### src/rtl/noc_vchannel_mux_credit.sv
// noc_vchannel_mux_credit
//
// Credit-based N:1 virtual-channel multiplexer for a router output port.
// CHANNELS flit streams are merged onto one physical link, one flit per cycle.
// Downstream buffer space is tracked locally with one credit counter per VC,
// so no ready signal has to cross the link. The flit, its last marker and a
// one-hot VC tag are registered, giving one cycle of latency.
//
// Ports:
//   clk            clock, rising edge
//   rst            synchronous active-high reset
//   in_flit        per-VC flit payload
//   in_last        per-VC last-flit-of-packet marker (carried through only)
//   in_valid       per-VC flit valid
//   in_ready       per-VC accept, one-hot or zero (the arbiter grant)
//   out_flit       registered link flit, holds while idle
//   out_last       registered last marker, holds while idle
//   out_valid      registered one-hot VC tag; zero means the link is idle
//   credit_return  per-VC pulse, one per freed downstream slot
//   credit_err     sticky flag: a credit came back for a VC already at CREDITS
//
// ARB_MODE 0 selects round-robin with a rotating priority pointer,
// ARB_MODE 1 selects fixed priority with the lowest index winning.

module noc_vchannel_mux_credit #(
    parameter int FLIT_WIDTH = 32,
    parameter int CHANNELS   = 7,
    parameter int CREDITS    = 4,
    parameter int ARB_MODE   = 0
) (
    input  logic                                 clk,
    input  logic                                 rst,
    input  logic [CHANNELS-1:0][FLIT_WIDTH-1:0]  in_flit,
    input  logic [CHANNELS-1:0]                  in_last,
    input  logic [CHANNELS-1:0]                  in_valid,
    output logic [CHANNELS-1:0]                  in_ready,
    output logic [FLIT_WIDTH-1:0]                out_flit,
    output logic                                 out_last,
    output logic [CHANNELS-1:0]                  out_valid,
    input  logic [CHANNELS-1:0]                  credit_return,
    output logic                                 credit_err
);

    localparam int CW = $clog2(CREDITS + 1);
    localparam int IW = (CHANNELS > 1) ? $clog2(CHANNELS) : 1;

    localparam logic [CW-1:0] CRED_MAX = CW'(CREDITS);
    localparam logic [IW-1:0] IDX_LAST = IW'(CHANNELS - 1);
    localparam logic [IW:0]   CH_WRAP  = (IW + 1)'(CHANNELS);

    logic [CW-1:0]           credit [CHANNELS];
    logic [CHANNELS-1:0]     eligible;
    logic [CHANNELS-1:0]     grant;
    logic                    grant_any;
    logic [IW-1:0]           grant_idx;
    logic [IW-1:0]           rr_ptr;
    logic [IW-1:0]           rr_ptr_next;
    logic [2*CHANNELS-1:0]   elig_dbl;
    logic [2*CHANNELS-1:0]   elig_rot;
    logic [CHANNELS-1:0]     ret_at_max;
    logic [FLIT_WIDTH-1:0]   mux_flit;
    logic                    mux_last;

    // A VC may send only with a non-zero pre-update count, so a credit
    // returned this cycle becomes usable from the next cycle on. Nothing is
    // granted while reset is held.
    always_comb begin
        eligible   = '0;
        ret_at_max = '0;
        for (int c = 0; c < CHANNELS; c++) begin
            eligible[c]   = in_valid[c] & (credit[c] != '0) & ~rst;
            ret_at_max[c] = credit_return[c] & (credit[c] == CRED_MAX);
        end
    end

    // Round-robin search: rotate the doubled eligible vector so that bit 0
    // is the VC under the pointer, then take the lowest set bit. The loops
    // run high-to-low so that the last hit (lowest position) wins.
    always_comb begin
        logic [IW:0] sum;
        elig_dbl  = {eligible, eligible};
        elig_rot  = elig_dbl >> rr_ptr;
        grant_idx = '0;
        grant_any = 1'b0;
        sum       = '0;
        if (ARB_MODE == 1) begin
            for (int c = CHANNELS - 1; c >= 0; c--) begin
                if (eligible[c]) begin
                    grant_idx = IW'(c);
                    grant_any = 1'b1;
                end
            end
        end else begin
            for (int k = CHANNELS - 1; k >= 0; k--) begin
                if (elig_rot[k]) begin
                    sum = {1'b0, rr_ptr} + (IW + 1)'(k);
                    if (sum >= CH_WRAP) begin
                        sum = sum - CH_WRAP;
                    end
                    grant_idx = sum[IW-1:0];
                    grant_any = 1'b1;
                end
            end
        end
    end

    always_comb begin
        grant = '0;
        if (grant_any) begin
            grant = CHANNELS'(1) << grant_idx;
        end
    end

    assign in_ready = grant;

    // Grant is one-hot, so an AND-OR mux selects the winning flit.
    always_comb begin
        mux_flit = '0;
        mux_last = 1'b0;
        for (int c = 0; c < CHANNELS; c++) begin
            if (grant[c]) begin
                mux_flit = mux_flit | in_flit[c];
                mux_last = mux_last | in_last[c];
            end
        end
    end

    // Priority moves to the VC after the winner; it holds on idle cycles.
    always_comb begin
        rr_ptr_next = rr_ptr;
        if (grant_any) begin
            rr_ptr_next = (grant_idx == IDX_LAST) ? '0 : grant_idx + 1'b1;
        end
    end

    always_ff @(posedge clk) begin
        if (rst) begin
            rr_ptr <= '0;
        end else begin
            rr_ptr <= rr_ptr_next;
        end
    end

    // Credit counters. A simultaneous send and return cancel out; a return
    // with no outstanding flit saturates at CREDITS.
    always_ff @(posedge clk) begin
        if (rst) begin
            for (int c = 0; c < CHANNELS; c++) begin
                credit[c] <= CRED_MAX;
            end
        end else begin
            for (int c = 0; c < CHANNELS; c++) begin
                case ({grant[c], credit_return[c]})
                    2'b10: credit[c] <= credit[c] - 1'b1;
                    2'b01: begin
                        if (credit[c] != CRED_MAX) begin
                            credit[c] <= credit[c] + 1'b1;
                        end
                    end
                    default: credit[c] <= credit[c];
                endcase
            end
        end
    end

    // A return against a full counter means the downstream side freed a slot
    // it never held; flag it even if a send happens in the same cycle.
    always_ff @(posedge clk) begin
        if (rst) begin
            credit_err <= 1'b0;
        end else if (|ret_at_max) begin
            credit_err <= 1'b1;
        end
    end

    always_ff @(posedge clk) begin
        if (rst) begin
            out_valid <= '0;
            out_flit  <= '0;
            out_last  <= 1'b0;
        end else if (grant_any) begin
            out_valid <= grant;
            out_flit  <= mux_flit;
            out_last  <= mux_last;
        end else begin
            out_valid <= '0;
        end
    end

endmodule
### config.mk
export PLATFORM = sky130hd
export DESIGN_NAME = noc_vchannel_mux_credit
export DESIGN_NICKNAME = d
export VERILOG_FILES = /design/src/rtl/noc_vchannel_mux_credit.sv
export SDC_FILE = /design/constraint.sdc
export NUM_CORES = 1
export LEC_CHECK = 0
export BUFFER_PORTS_ARGS = -buffer_cell sky130_fd_sc_hd__buf_2
export CORE_MARGIN = 10
export CORE_UTILIZATION = 51
export DETAILED_ROUTE_END_ITERATION = 10
export PLACE_DENSITY = 0.95
export SLEW_MARGIN = 20
export SYNTH_ARGS = -nofsm -noshare
export SYNTH_HDL_FRONTEND = slang
export SYNTH_SLANG_ARGS = --single-unit
### constraint.sdc
create_clock -name clk -period 9.2 [get_ports clk]
set_clock_uncertainty 0.05 [all_clocks]
set_input_delay 0.92 -clock clk [delete_from_list [all_inputs] [get_ports clk]]
set_output_delay 0.92 -clock clk [all_outputs]
set_load 0.05 [all_outputs]
==> results.json <==
{
  "tightest_slew_ns": 0.853,
  "start_kind": "input port",
  "syn_area_per_cell_um2": 9.05,
  "dp_hpwl_um": 19300,
  "run_status": "completed",
  "synth.net_count": 951,
  "route.met2.wl_um": 12500,
  "areaGrowthSynthToFinish_pct": 29.5,
  "required_ns": 8.23,
  "r2r-end": "credit[6][2]",
  "met1Wirelength_um": 8590,
  "drc": 0,
  "grt_first_pass_wirelength_um": 37800,
  "yosysWarningCount": 0,
  "die-area_um2": 16600,
  "cts_hold_buf": 0,
  "finalHoldViolations": 0,
  "wl_met3_um": 3020,
  "endpoint_kind": "output port",
  "ys.flop_type": "dfxtp_1",
  "cts_tree": "yes",
  "min_to": "out_flit[0]",
  "track_usage_pct": 28.7,
  "core_um2": 11500,
  "nFillCells": 921,
  "drt-total-wl_um": 25200,
  "peakVddDrop_mv": 0.357,
  "cp.arrival_ns": 4.79,
  "cts_resized": 0,
  "clk_pin_slew_ns": 0.06,
  "htreeDepth": 3,
  "ys_types": 71,
  "syn_area_um2": 6060,
  "drive_gt1_share_pct": 43.8,
  "max_freq_ghz": 0.174,
  "post-route-period-util_pct": 62.6,
  "ys_ff_latch": 65,
  "startpoint": "rst",
  "cts_sinks": 65,
  "netlist_instances": 670,
  "cts_setup_buffers": 0,
  "holdWs_ns": 0.444,
  "die_w_um": 129,
  "crit_fanout": 71,
  "clk-insertion-delay-late_ns": 0.33,
  "slew_headroom_pct": 43.1,
  "routed_via_density": 6.37,
  "reg2regPathDepth": 21,
  "powerDensity_nw_per_um2": 522,
  "multi_input_area_um2": 4180,
  "start_util_pct": 52.6,
  "rsz0062_at_grt": "false",
  "hp-class": "reg -> reg",
  "die_h_um": 129,
  "nets": 1212,
  "drv_slew": 0,
  "r2r-start": "rr_ptr[1]",
  "setup_tns_ns": 0,
  "cts_buffers": 9,
  "timing_worst_setup_path_type": "in -> out",
  "gp_congestion": 0.998,
  "finalSetupViolations": 0,
  "yosysSeqAreaShare_pct": 24.9,
  "cts.path.max_buffers": 2,
  "dr.pass1.iters": 6,
  "post_dp_cell_area_um2": 7540,
  "via_count": 6917,
  "worst-r2r-setup-slack_ns": 3.67,
  "seqCellArea_um2": 1510,
  "rows": 39,
  "root_buffer": "clkbuf_16",
  "synth_edf_count": 21,
  "grt_overflow_total": 0,
  "pin_count": 295,
  "dr.first_iter.drc_count": 783,
  "antenna_found_initial": 7,
  "post_drt_wl_per_cell_um": 23.2,
  "ant_nets": 0,
  "hp-start": "out_flit[0]",
  "power.leakage_nw": 3.48,
  "drv_cap": 0,
  "period_needed_ns": 5.76,
  "fin_area_um2": 7850,
  "grt_pass1_vias": 6873,
  "hold_depth": 2,
  "placement.io_buffers": 294,
  "async_reset_ff_share_pct": 0,
  "grt_max_degree": 72,
  "top_layer": "met5"
}
synth_stat cells (8+ instances only):
| library cell | instances | area share, % |
|---|---|---|
| o21bai_1 | 9 | 1.1 |
| mux2_1 | 9 | 1.7 |
| clkbuf_1 | 31 | 1.9 |
| nor2b_1 | 8 | 0.83 |
| edfxtp_1 | 21 | 10 |
| a21oi_1 | 22 | 1.8 |
| dfxtp_1 | 44 | 15 |
| buf_2 | 14 | 1.2 |
| a311oi_1 | 34 | 4.9 |
| nand2_1 | 27 | 1.7 |
| inv_1 | 29 | 1.8 |
| nand3_1 | 36 | 3.0 |
| ha_1 | 27 | 5.6 |
| a32oi_1 | 34 | 4.9 |
| nor2_1 | 69 | 4.3 |
| mux2_2 | 58 | 11 |
| mux2i_1 | 8 | 1.3 |
| a221oi_1 | 36 | 5.2 |
| nor3_1 | 8 | 0.66 |
| xnor2_1 | 10 | 1.4 |
how the worst max path moves through the flow:
stage	to	slack (ns)	cells after the start
after floorplan	credit[1][1]	3.77	18
after global placement	credit[4][2]	3.56	20
after detailed placement	credit[4][2]	3.40	20
after CTS	in_ready[6]	3.49	12
after global routing	in_ready[6]	3.14	11
final	in_ready[6]	3.44	11
placed cells by master (no fill, tap or decap), drive strengths merged, types with 5 or more instances in the layout:
cell / Yosys / final
mux2i: 9 / 9
nor2: 72 / 72
nand2: 27 / 27
a22oi: 5 / 5
diode: 0 / 7
inv: 29 / 31
a311oi: 35 / 35
a221oi: 41 / 41
xnor2: 10 / 10
o21ai: 10 / 10
mux2: 67 / 67
and2: 6 / 6
nor3: 9 / 9
a21oi: 26 / 26
buf: 25 / 306
o31a: 7 / 7
dfxtp: 44 / 44
xor2: 6 / 6
a32oi: 36 / 36
nand3: 36 / 36
edfxtp: 21 / 21
o21bai: 9 / 9
fa: 7 / 7
nor2b: 9 / 9
or2: 8 / 8
ha: 27 / 27
nand2b: 6 / 6
clkbuf: 31 / 9
layer usage:
metal  vias up  track usage [%]
met5         -                0
met4         2             14.0
met3        83             8.48
met2       494             48.1
met1      3199             32.8
li1       3139                -
registers in the layout, indices dropped and copies added, names as in the netlist:
signal and flops:
out_last 1, out_flit 32, credit 21, credit_err 1, out_valid 7, rr_ptr 3
worst max-delay path, cell delays in order:
cell      delay, ns
buf_2          0.25
nor2_2         0.65
a221oi_1       0.25
o21ai_0        0.35
o32ai_1        0.18
a221o_1        0.41
o22ai_4        0.20
buf_4          0.67
nand2_1        0.22
nor2_1         0.32
buf_2          0.34
power breakdown:
group          leakage, nW  total, mW  switching [mW]  internal (mW)
sequential           0.569      0.535          0.0828          0.452
clock                0.145      0.344           0.134          0.210
combinational         2.77       3.22            2.06           1.16
total                 3.48       4.10            2.28           1.82
through the flow:
stage / utilization, % / setup WS, ns / cells / power, mW
finish: 68.1 / 3.44 / 1086 / 4.10
global route: 68.1 / 3.14 / 1084 / 4.32
CTS: 68.0 / 3.49 / 1079 / 4.03
detailed placement: 65.4 / 3.40 / 1063 / 3.66
global placement: 65.4 / 3.56 / 1063 / 3.59
floorplan: - / 3.77 / 670 / 2.97
area by class of cell:
cell class,instances,share of cell area (%)
antenna,7,0.223
clock buffer,9,2.87
clock inverter,7,0.877
inverter,29,1.39
multi-input combinational,520,53.2
sequential,65,19.3
tap,143,2.28
timing repair buffer,306,19.9
cells by family (layout without fill, tap and decap cells):
logic type | count (synthesis) | in the layout | share of synthesized area, %
flip-flops | 65 | 65 | 24.9
buffers and inverters | 85 | 351 | 6.67
other | 0 | 7 | 0
AND/OR/NAND/NOR | 183 | 183 | 14.6
AO/OA/AOI/OAI | 211 | 211 | 29.6
XOR/XNOR | 16 | 16 | 2.31
multiplexers | 76 | 76 | 14.0
adder cells (fa/ha/maj) | 34 | 34 | 7.89
No activity file was read; power rests on OpenSTA's default activity.
